## src/rtl/spawn_pkg.sv

```systemverilog
// Shared constants, state type and lane-fold helper for the spawn scheduler.
package spawn_pkg;

  localparam int         NUM_SLOTS = 10;
  localparam logic [3:0] MAX_LANE  = 4'd14;
  localparam logic [3:0] LANE_FOLD = 4'd7;
  // Feedback taps for x^8+x^6+x^5+x^4+1 on a left-shifting register
  localparam logic [7:0] LFSR_TAPS = 8'b1011_1000;

  typedef enum logic [1:0] {
    IDLE = 2'd0,
    WAIT = 2'd1,
    PICK = 2'd2,
    LOAD = 2'd3
  } state_e;

  function automatic logic [3:0] map_lane(input logic [3:0] nibble);
    if (nibble == 4'd15) begin
      map_lane = LANE_FOLD;
    end else begin
      map_lane = nibble;
    end
  endfunction

endpackage

```

## src/rtl/spawn_lfsr.sv

```systemverilog
// Free-running 8-bit Fibonacci LFSR; exposes the folded lane index (0..14).
module spawn_lfsr
  import spawn_pkg::*;
#(
  parameter logic [7:0] SEED = 8'hA5
) (
  input  logic       clk,
  input  logic       reset,
  output logic [3:0] lane
);

  logic [7:0] lfsr_r;
  logic       feedback_s;

  assign feedback_s = ^(lfsr_r & LFSR_TAPS);

  // Shift register, reseeded on reset
  always_ff @(posedge clk) begin
    if (reset) begin
      lfsr_r <= SEED;
    end else begin
      lfsr_r <= {lfsr_r[6:0], feedback_s};
    end
  end

  assign lane = map_lane(lfsr_r[3:0]);

endmodule

```

## src/rtl/spawn_scheduler.sv

```systemverilog
// Spawn sequencing FSM, interval counter, slot picker and occupancy tracking.
// Optional build macro SPAWN_NO_REPEAT_EN: never spawn twice in a row in the same lane.
module spawn_scheduler
  import spawn_pkg::*;
#(
  parameter int         SPAWN_INTERVAL = 30,
  parameter logic [7:0] LFSR_SEED      = 8'hA5
) (
  input  logic                 clk,
  input  logic                 reset,
  input  logic                 enable,
  input  logic                 tick,
  input  logic [NUM_SLOTS-1:0] slot_done,
  output logic [NUM_SLOTS-1:0] load_x,
  output logic [3:0]           rand_int,
  output logic [NUM_SLOTS-1:0] active,
  output logic                 full,
  output logic [7:0]           spawn_cnt
);

  localparam logic [7:0] INT_LAST = 8'(SPAWN_INTERVAL - 1);

  state_e               state_r;
  state_e               state_s;
  logic [7:0]           cnt_r;
  logic [NUM_SLOTS-1:0] active_r;
  logic [NUM_SLOTS-1:0] load_x_r;
  logic [3:0]           rand_int_r;
  logic [7:0]           spawn_cnt_r;
  logic [NUM_SLOTS-1:0] free_onehot_s;
  logic                 full_s;
  logic                 load_go_s;
  logic [3:0]           lane_s;
  logic [3:0]           pick_lane_s;

  spawn_lfsr #(.SEED(LFSR_SEED)) u_lfsr (
    .clk   (clk),
    .reset (reset),
    .lane  (lane_s)
  );

  // Lowest clear bit of the registered occupancy; zero when every slot is busy
  assign free_onehot_s = ~active_r & (active_r + 10'd1);
  assign full_s        = &active_r;
  assign load_go_s     = (state_r == PICK) && (state_s == LOAD);

`ifdef SPAWN_NO_REPEAT_EN
  logic [3:0] prev_lane_r;

  // Bump a repeated lane to its neighbour, wrapping past the last lane
  always_comb begin
    pick_lane_s = lane_s;
    if (lane_s == prev_lane_r) begin
      pick_lane_s = (lane_s == MAX_LANE) ? 4'd0 : lane_s + 4'd1;
    end else begin
      pick_lane_s = lane_s;
    end
  end

  // Remember the lane of the most recent spawn
  always_ff @(posedge clk) begin
    if (reset) begin
      prev_lane_r <= 4'd0;
    end else if (load_go_s) begin
      prev_lane_r <= pick_lane_s;
    end else begin
      prev_lane_r <= prev_lane_r;
    end
  end
`else
  assign pick_lane_s = lane_s;
`endif

  // Next-state decode
  always_comb begin
    state_s = state_r;
    case (state_r)
      IDLE: begin
        if (enable) state_s = WAIT;
        else        state_s = IDLE;
      end
      WAIT: begin
        if (!enable)                        state_s = IDLE;
        else if (tick && cnt_r == INT_LAST) state_s = PICK;
        else                                state_s = WAIT;
      end
      PICK: begin
        if (!enable)     state_s = IDLE;
        else if (!full_s) state_s = LOAD;
        else             state_s = PICK;
      end
      LOAD: begin
        if (enable) state_s = WAIT;
        else        state_s = IDLE;
      end
      default: state_s = IDLE;
    endcase
  end

  // State register and tick interval counter
  always_ff @(posedge clk) begin
    if (reset) begin
      state_r <= IDLE;
      cnt_r   <= 8'd0;
    end else begin
      state_r <= state_s;
      case (state_r)
        WAIT: begin
          if (!enable)                cnt_r <= 8'd0;
          else if (!tick)             cnt_r <= cnt_r;
          else if (cnt_r == INT_LAST) cnt_r <= 8'd0;
          else                        cnt_r <= cnt_r + 8'd1;
        end
        default: cnt_r <= 8'd0;
      endcase
    end
  end

  // Bank strobe, lane, occupancy and spawn counter; a set on LOAD wins over nothing since the slot was free
  always_ff @(posedge clk) begin
    if (reset) begin
      load_x_r    <= '0;
      rand_int_r  <= 4'd0;
      active_r    <= '0;
      spawn_cnt_r <= 8'd0;
    end else begin
      load_x_r    <= load_go_s ? free_onehot_s : '0;
      rand_int_r  <= load_go_s ? pick_lane_s : rand_int_r;
      active_r    <= (active_r & ~slot_done) | ((state_r == LOAD) ? load_x_r : '0);
      spawn_cnt_r <= (state_r == LOAD) ? spawn_cnt_r + 8'd1 : spawn_cnt_r;
    end
  end

  assign load_x    = load_x_r;
  assign rand_int  = rand_int_r;
  assign active    = active_r;
  assign full      = full_s;
  assign spawn_cnt = spawn_cnt_r;

endmodule

```

## config.mk

```make
export PLATFORM = sky130hd
export DESIGN_NAME = spawn_scheduler
export DESIGN_NICKNAME = d
export VERILOG_FILES = /design/src/rtl/spawn_pkg.sv /design/src/rtl/spawn_lfsr.sv /design/src/rtl/spawn_scheduler.sv
export SDC_FILE = /design/constraint.sdc
export NUM_CORES = 1
export LEC_CHECK = 0
export CORE_MARGIN = 3
export CORE_UTILIZATION = 49
export DETAILED_ROUTE_END_ITERATION = 10
export MAX_ROUTING_LAYER = met4
export PLACE_DENSITY = 0.82
export SLEW_MARGIN = 20
export SYNTH_ARGS = -nofsm -noshare
export SYNTH_HDL_FRONTEND = slang
export SYNTH_SLANG_ARGS = --single-unit
```

## constraint.sdc

```tcl
create_clock -name clk -period 2.3 [get_ports clk]
set_clock_uncertainty 0.1 [all_clocks]
set_input_delay 0.46 -clock clk [delete_from_list [all_inputs] [get_ports clk]]
set_output_delay 0.46 -clock clk [all_outputs]
set_load 0.02 [all_outputs]
```

# After elaboration in Yosys (flattened, before gate mapping)
# Index checks and enable logic that the tools add are counted.
# Widths: inputs -> output; s select.
[word_totals]
ff_bits = 50
latchBits = 0
ramBits = 0
romBits = 0
output_inout_bits = 33
mem_count = 0
[classes]
add_sub_neg = 3
n_mul = 0
n_div = 0
order_cmp = 0
n_eq_ne = 6
n_shift = 0
muxes = 9
n_bitwise = 8
reduce_logical = 8
[op_table]
columns = ["cell", "n"]
rows = [
  ["$and 10x10->10", 2],
  ["$not 10->10", 2],
  ["$add 8x1->8 const B", 2],
  ["$add 10x1->10 const B", 1],
  ["$mux 10", 1],
  ["$or 10x10->10", 1],
  ["$reduce_and 10->1", 1],
  ["$eq 8x5->1 const B", 1],
  ["$mux 8", 1],
  ["$reduce_xor 8->1", 1],
  ["$eq 2x2->1 const B", 3],
  ["$mux 2", 3],
  ["$pmux 2 s3", 1],
  ["$eq 4x4->1 const B", 1],
  ["$mux 4", 1],
  ["$reduce_or 2->1", 2],
  ["$not 1->1", 3],
  ["$reduce_or 3->1", 1],
  ["$eq 2x1->1 const B", 1],
  ["$logic_and 1x1->1", 2],
  ["$logic_not 2->1", 1],
  ["$mux 1", 2],
]

# Longest topological paths before layout
[depth]
depth_word = 9
mapped_depth = 6

# Modules after synthesis
# A second synthesis with hierarchy kept.
[unflattened]
hier_cells = 208
area_unflattened_um2 = 2013.2
[by_module_without_submodules]
columns = ["mod", "instances", "cells_each", "area_per_inst_um2"]
rows = [
  ["spawn_scheduler", 1, 184, 1757.9],
  ["spawn_lfsr", 1, 24, 255.2],
]

# Worst setup path after synthesis
# OpenSTA, ideal clock, no wires.
[synth_path]
path_type = "register to register"
start = "register state_r[0]"
end = "register rand_int_r[0], in the netlist rand_int[0]"
arrival_time_ps = 1714
required_time_ps = 2079
slack_ps = 365
stages_incl_launch_ff = 6
path_cell_list = "dfxtp_1 > inv_1 > ha_1 > or3_1 > o211ai_4 > mux2_4"
[synth_via]
elab_chain_cells = 5
[synth_lines]
columns = ["item", "line", "text"]
rows = [
  ["start: declaration", "spawn_scheduler.sv:23", "state_e state_r;"],
  ["start signal: assignment", "spawn_scheduler.sv:106", "state_r <= state_s;"],
  ["$eq 2x2->1 / $logic_not 2->1 (equally long branches)", "spawn_scheduler.sv:77", "case (state_r)"],
  ["$reduce_or 2->1 (no source line)", "--", ""],
  ["$pmux 2 s3", "spawn_scheduler.sv:77", ""],
  ["$eq 2x2->1", "spawn_scheduler.sv:45", "assign load_go_s = (state_r == PICK) && (state_s == LOAD);"],
  ["$logic_and 1x1->1 *", "spawn_scheduler.sv:45", ""],
  ["end signal: assignment", "spawn_scheduler.sv:128", "rand_int_r <= load_go_s ? pick_lane_s : rand_int_r;"],
  ["end: declaration", "spawn_scheduler.sv:28", "logic [3:0] rand_int_r;"],
]
# Every way passes the cells marked *; elsewhere a longest branch is shown, timed or not.
# A chain may end at the register's enable or synchronous reset.

# Worst setup path after layout
[layout_path]
start = "register active_r[1], in the netlist active[1]"
end = "output full"
[layout_via]
elab_chain_cells = 1
[layout_lines]
columns = ["item", "line", "text"]
rows = [
  ["start: declaration", "spawn_scheduler.sv:26", "logic [NUM_SLOTS-1:0] active_r;"],
  ["start signal: assignment", "spawn_scheduler.sv:129", "active_r <= (active_r & ~slot_done) | ((state_r == LOAD) ? load_x_r : '0);"],
  ["$reduce_and 10->1", "spawn_scheduler.sv:44", "assign full_s = &active_r;"],
  ["end: declaration", "spawn_scheduler.sv:17", "output logic full,"],
]
# Every way passes these cells.

==> results.md <==
* Post-Synthesis Cell Area at 2003 µm²
* Reg clk slew, reported paths at 0.08 ns
* Fill count at 293
* Leak at 0.0009699 µW
* Crit path buf inv count at 1
* Most common flop cell mapped by yosys: dfxtp_1
* CP Max Fanout at 5
* F_max at 462.7 MHz
* Mapped Nets at 222
* WHS Path Cells at 1
* Layout cells sized above 1 at 10.32%
* # Post-CTS Setup Buffers at 0
* GP Congestion at 0.7929
* Hold_sp: u_lfsr.lfsr_r[6]$_SDFF_PP0_
* Crit end category: output pin
* Initial DRT Pass Iterations at 4
* Max-cap violation count at 0
* Total vias in the final route at 1518
* Yosys reg bits at 50
* DRT Wirelength at 3.966 mm
* Met1 Track Usage GR at 21.96%
* Ys async rst share at 0%
* Die area at 4892 µm²
* Fin crit share at 93.97%
* Nets at 272
* Critical path's slowest cell: dfxtp_1
* Die X at 69.94 µm
* Status: finished clean
* Yosys warns at 0
* Setup violators final at 0
* Crit path cell chain: and4_4 -> nand2_4 -> nor3_1 -> dlygate4sd2_1
* Avg Inst Size Synth at 9.966 µm²
* Core area at 3799 µm²
* H-tree levels at 2
* CP delay by family, top: simple AND/OR/NAND/NOR gates
* Critical Path AT at 1.60 ns
* Vias per inst at 5.060
* Crit Reg-Reg Endpoint: rand_int[2]$_SDFFE_PP0P_
* Hold Fails Final Rpt at 0
* CTS tree: yes
* Measured slew at the worst slew-check pin at 0.4866 ns
* Remaining antenna violation count at 0
* Worst reg2reg path depth at 5
* Count of flip-flops with a built-in enable after synthesis at 0
* Main area contributors after synthesis: dfxtp_1, xor2_1, ha_1
* CP max stage delay at 0.38 ns
* Antenna fix cells at 0
* IO buf count at 46
* Area growth syn-to-layout at 30.48%
* Hold-fix buffers, CTS at 0
* Final min period at 2.161 ns
* Initial Util at 52.73%
* Number of clock sinks at 50
* R2R setup slack at 0.22 ns
* Avg WL per Cell at 13.22 µm
* Pins Over Slew Limit at 0
* Synthesized instance count at 201
* Setup TNS at 0 ns
* Final instance area at 2614 µm²
* Worst Path Required at 1.74 ns
* Resized cells post-CTS at 1
* Die Span Y at 69.94 µm
* Vias in the first global route at 1471
* # IOs at 47
* Row cnt at 22
* Register area share after synthesis at 49.97%
* DRC Markers at 0
* Met2 Use GR at 25.81%
* Initial antenna violation count at 0
* Placed Area at 2524 µm²
* Pwr Density at 564.1 nW/µm²
* Unrepaired setup endpoints after global routing: false
* Worst min-delay path endpoint: u_lfsr.lfsr_r[7]$_SDFF_PP1_
* Root Driver: clkbuf_8
* Relative slew slack at 67.10%
* Worst r2r src: state_r[0]$_SDFF_PP0_
* HPWL Detailed at 2.907 mm
* Top cell type's share of synthesized area at 49.97%
* Skew-Pair Late Insertion Delay at 0.30 ns
* CP Class: reg -> out
* Area leader, netlist: dfxtp_1
* Clock Path Buffers at 2
* Drt initial violations at 92
* Peak VDD IR at 0.3432 mV
* Synth cell types at 40
* First-pass GRT wire length at 6.720 mm
* GRT Util Overall at 17.42%
* Cts bufs inserted at 5
* Grt total ovfl at 0
* GRT busiest layer: met2
* Worst min path class: reg -> reg
* M3 GR Usage at 6.187%
* CP startpoint kind: flop
* Largest net degree at the start of global routing at 37
worst max path at each step:
stage	from	end	slack, ns	cells past startpoint
detailed placement	enable	load_x[9]$_SDFF_PP0_	0.07	5
finish	active[1]$_SDFF_PP0_	full	0.14	4
CTS	active[1]$_SDFF_PP0_	full	0.11	4
global placement	enable	load_x[9]$_SDFF_PP0_	0.12	5
global route	active[3]$_SDFF_PP0_	full	0.04	4
floorplan	state_r[0]$_SDFF_PP0_	rand_int[0]$_SDFFE_PP0P_	0.36	5
cells in the mapped netlist (2+ instances only):
| cell type | n |
|---|---|
| mux2_4 | 2 |
| a21oi_1 | 12 |
| nor4b_1 | 2 |
| clkbuf_1 | 7 |
| xnor2_1 | 3 |
| or2_2 | 3 |
| and3_1 | 2 |
| inv_1 | 4 |
| ha_1 | 7 |
| or3_1 | 3 |
| o21ai_0 | 2 |
| nand3_1 | 7 |
| mux2i_1 | 3 |
| or2b_1 | 2 |
| nand2_1 | 17 |
| nor2_1 | 15 |
| nand4_1 | 5 |
| dfxtp_1 | 50 |
| nand2b_1 | 13 |
| nor4_1 | 2 |
| nor2b_1 | 7 |
| xor2_1 | 12 |
| nor3_1 | 4 |
state kept, by name, summed over array words and instances, names as in the netlist:
name,flops
active,10
load_x,10
cnt_r,8
spawn_cnt,8
u_lfsr.lfsr_r,8
rand_int,4
state_r,2
layout make-up:
type | count | area [µm²] | share of cell area (%)
clock buffers | 7 | 86.33 | 3.303
clock inverters | 1 | 5.005 | 0.1915
inverters | 4 | 15.01 | 0.5744
multi-input cells | 139 | 949.7 | 36.33
flip-flops and latches | 50 | 1001 | 38.30
well taps | 48 | 60.06 | 2.298
repair buffers | 51 | 496.7 | 19.00
per-layer routing:
layer / up-vias / wire [µm]
met5: - / 0
met1: 686 / 1868
met4: 0 / 64
met2: 46 / 1777
li1: 777 / -
met3: 9 / 256
cell usage in the layout, fill, tap and decap left out, types with 2 or more instances in the layout:
| cell type | count |
|---|---|
| nor2b_1 | 7 |
| nor2_1 | 15 |
| mux2i_1 | 3 |
| o21ai_0 | 2 |
| nand2_1 | 17 |
| and3_1 | 2 |
| clkbuf_8 | 6 |
| dfxtp_1 | 50 |
| a21oi_1 | 12 |
| buf_4 | 5 |
| xor2_1 | 12 |
| or2b_1 | 2 |
| nand2b_1 | 13 |
| ha_1 | 7 |
| mux2_4 | 2 |
| or3_1 | 3 |
| nand4_1 | 5 |
| nor3_1 | 4 |
| inv_1 | 4 |
| nor4b_1 | 2 |
| clkdlybuf4s50_1 | 45 |
| xnor2_1 | 3 |
| nor4_1 | 2 |
| nand3_1 | 7 |
| or2_2 | 3 |
cell families (layout without fill, tap and decap cells):
group / Yosys count / count (layout) / synth area share, %
xor gates and xnor gates: 15 / 15 / 6.559
DFF: 50 / 50 / 49.97
and+or+nand+nor: 93 / 93 / 27.23
adders and majority gates: 7 / 7 / 4.372
muxes: 5 / 5 / 2.998
buffers and inverters: 12 / 63 / 2.623
AOI/OAI and AO/OA: 19 / 19 / 6.247
power breakdown:
group	switching, µW	leakage (µW)	internal (µW)
combinational	27.6	0.000516	42.7
clock	273	0.0000482	243
sequential	8.86	0.000405	879
stage by stage:
step	cells	power, µW	hold slack, ns	setup WS [ns]	utilization (%)
global placement	292	977.5	0.2964	0.1165	66.44
CTS	300	1496	0.3134	0.1133	68.81
global route	300	1539	0.3391	0.04416	68.81
finish	300	1474	0.3124	0.1386	68.81
detailed placement	292	978.5	0.2928	0.06528	66.44
floorplan	201	947.6	0.2895	0.3646	-
Note: power is estimated with default switching activity, not from simulation.
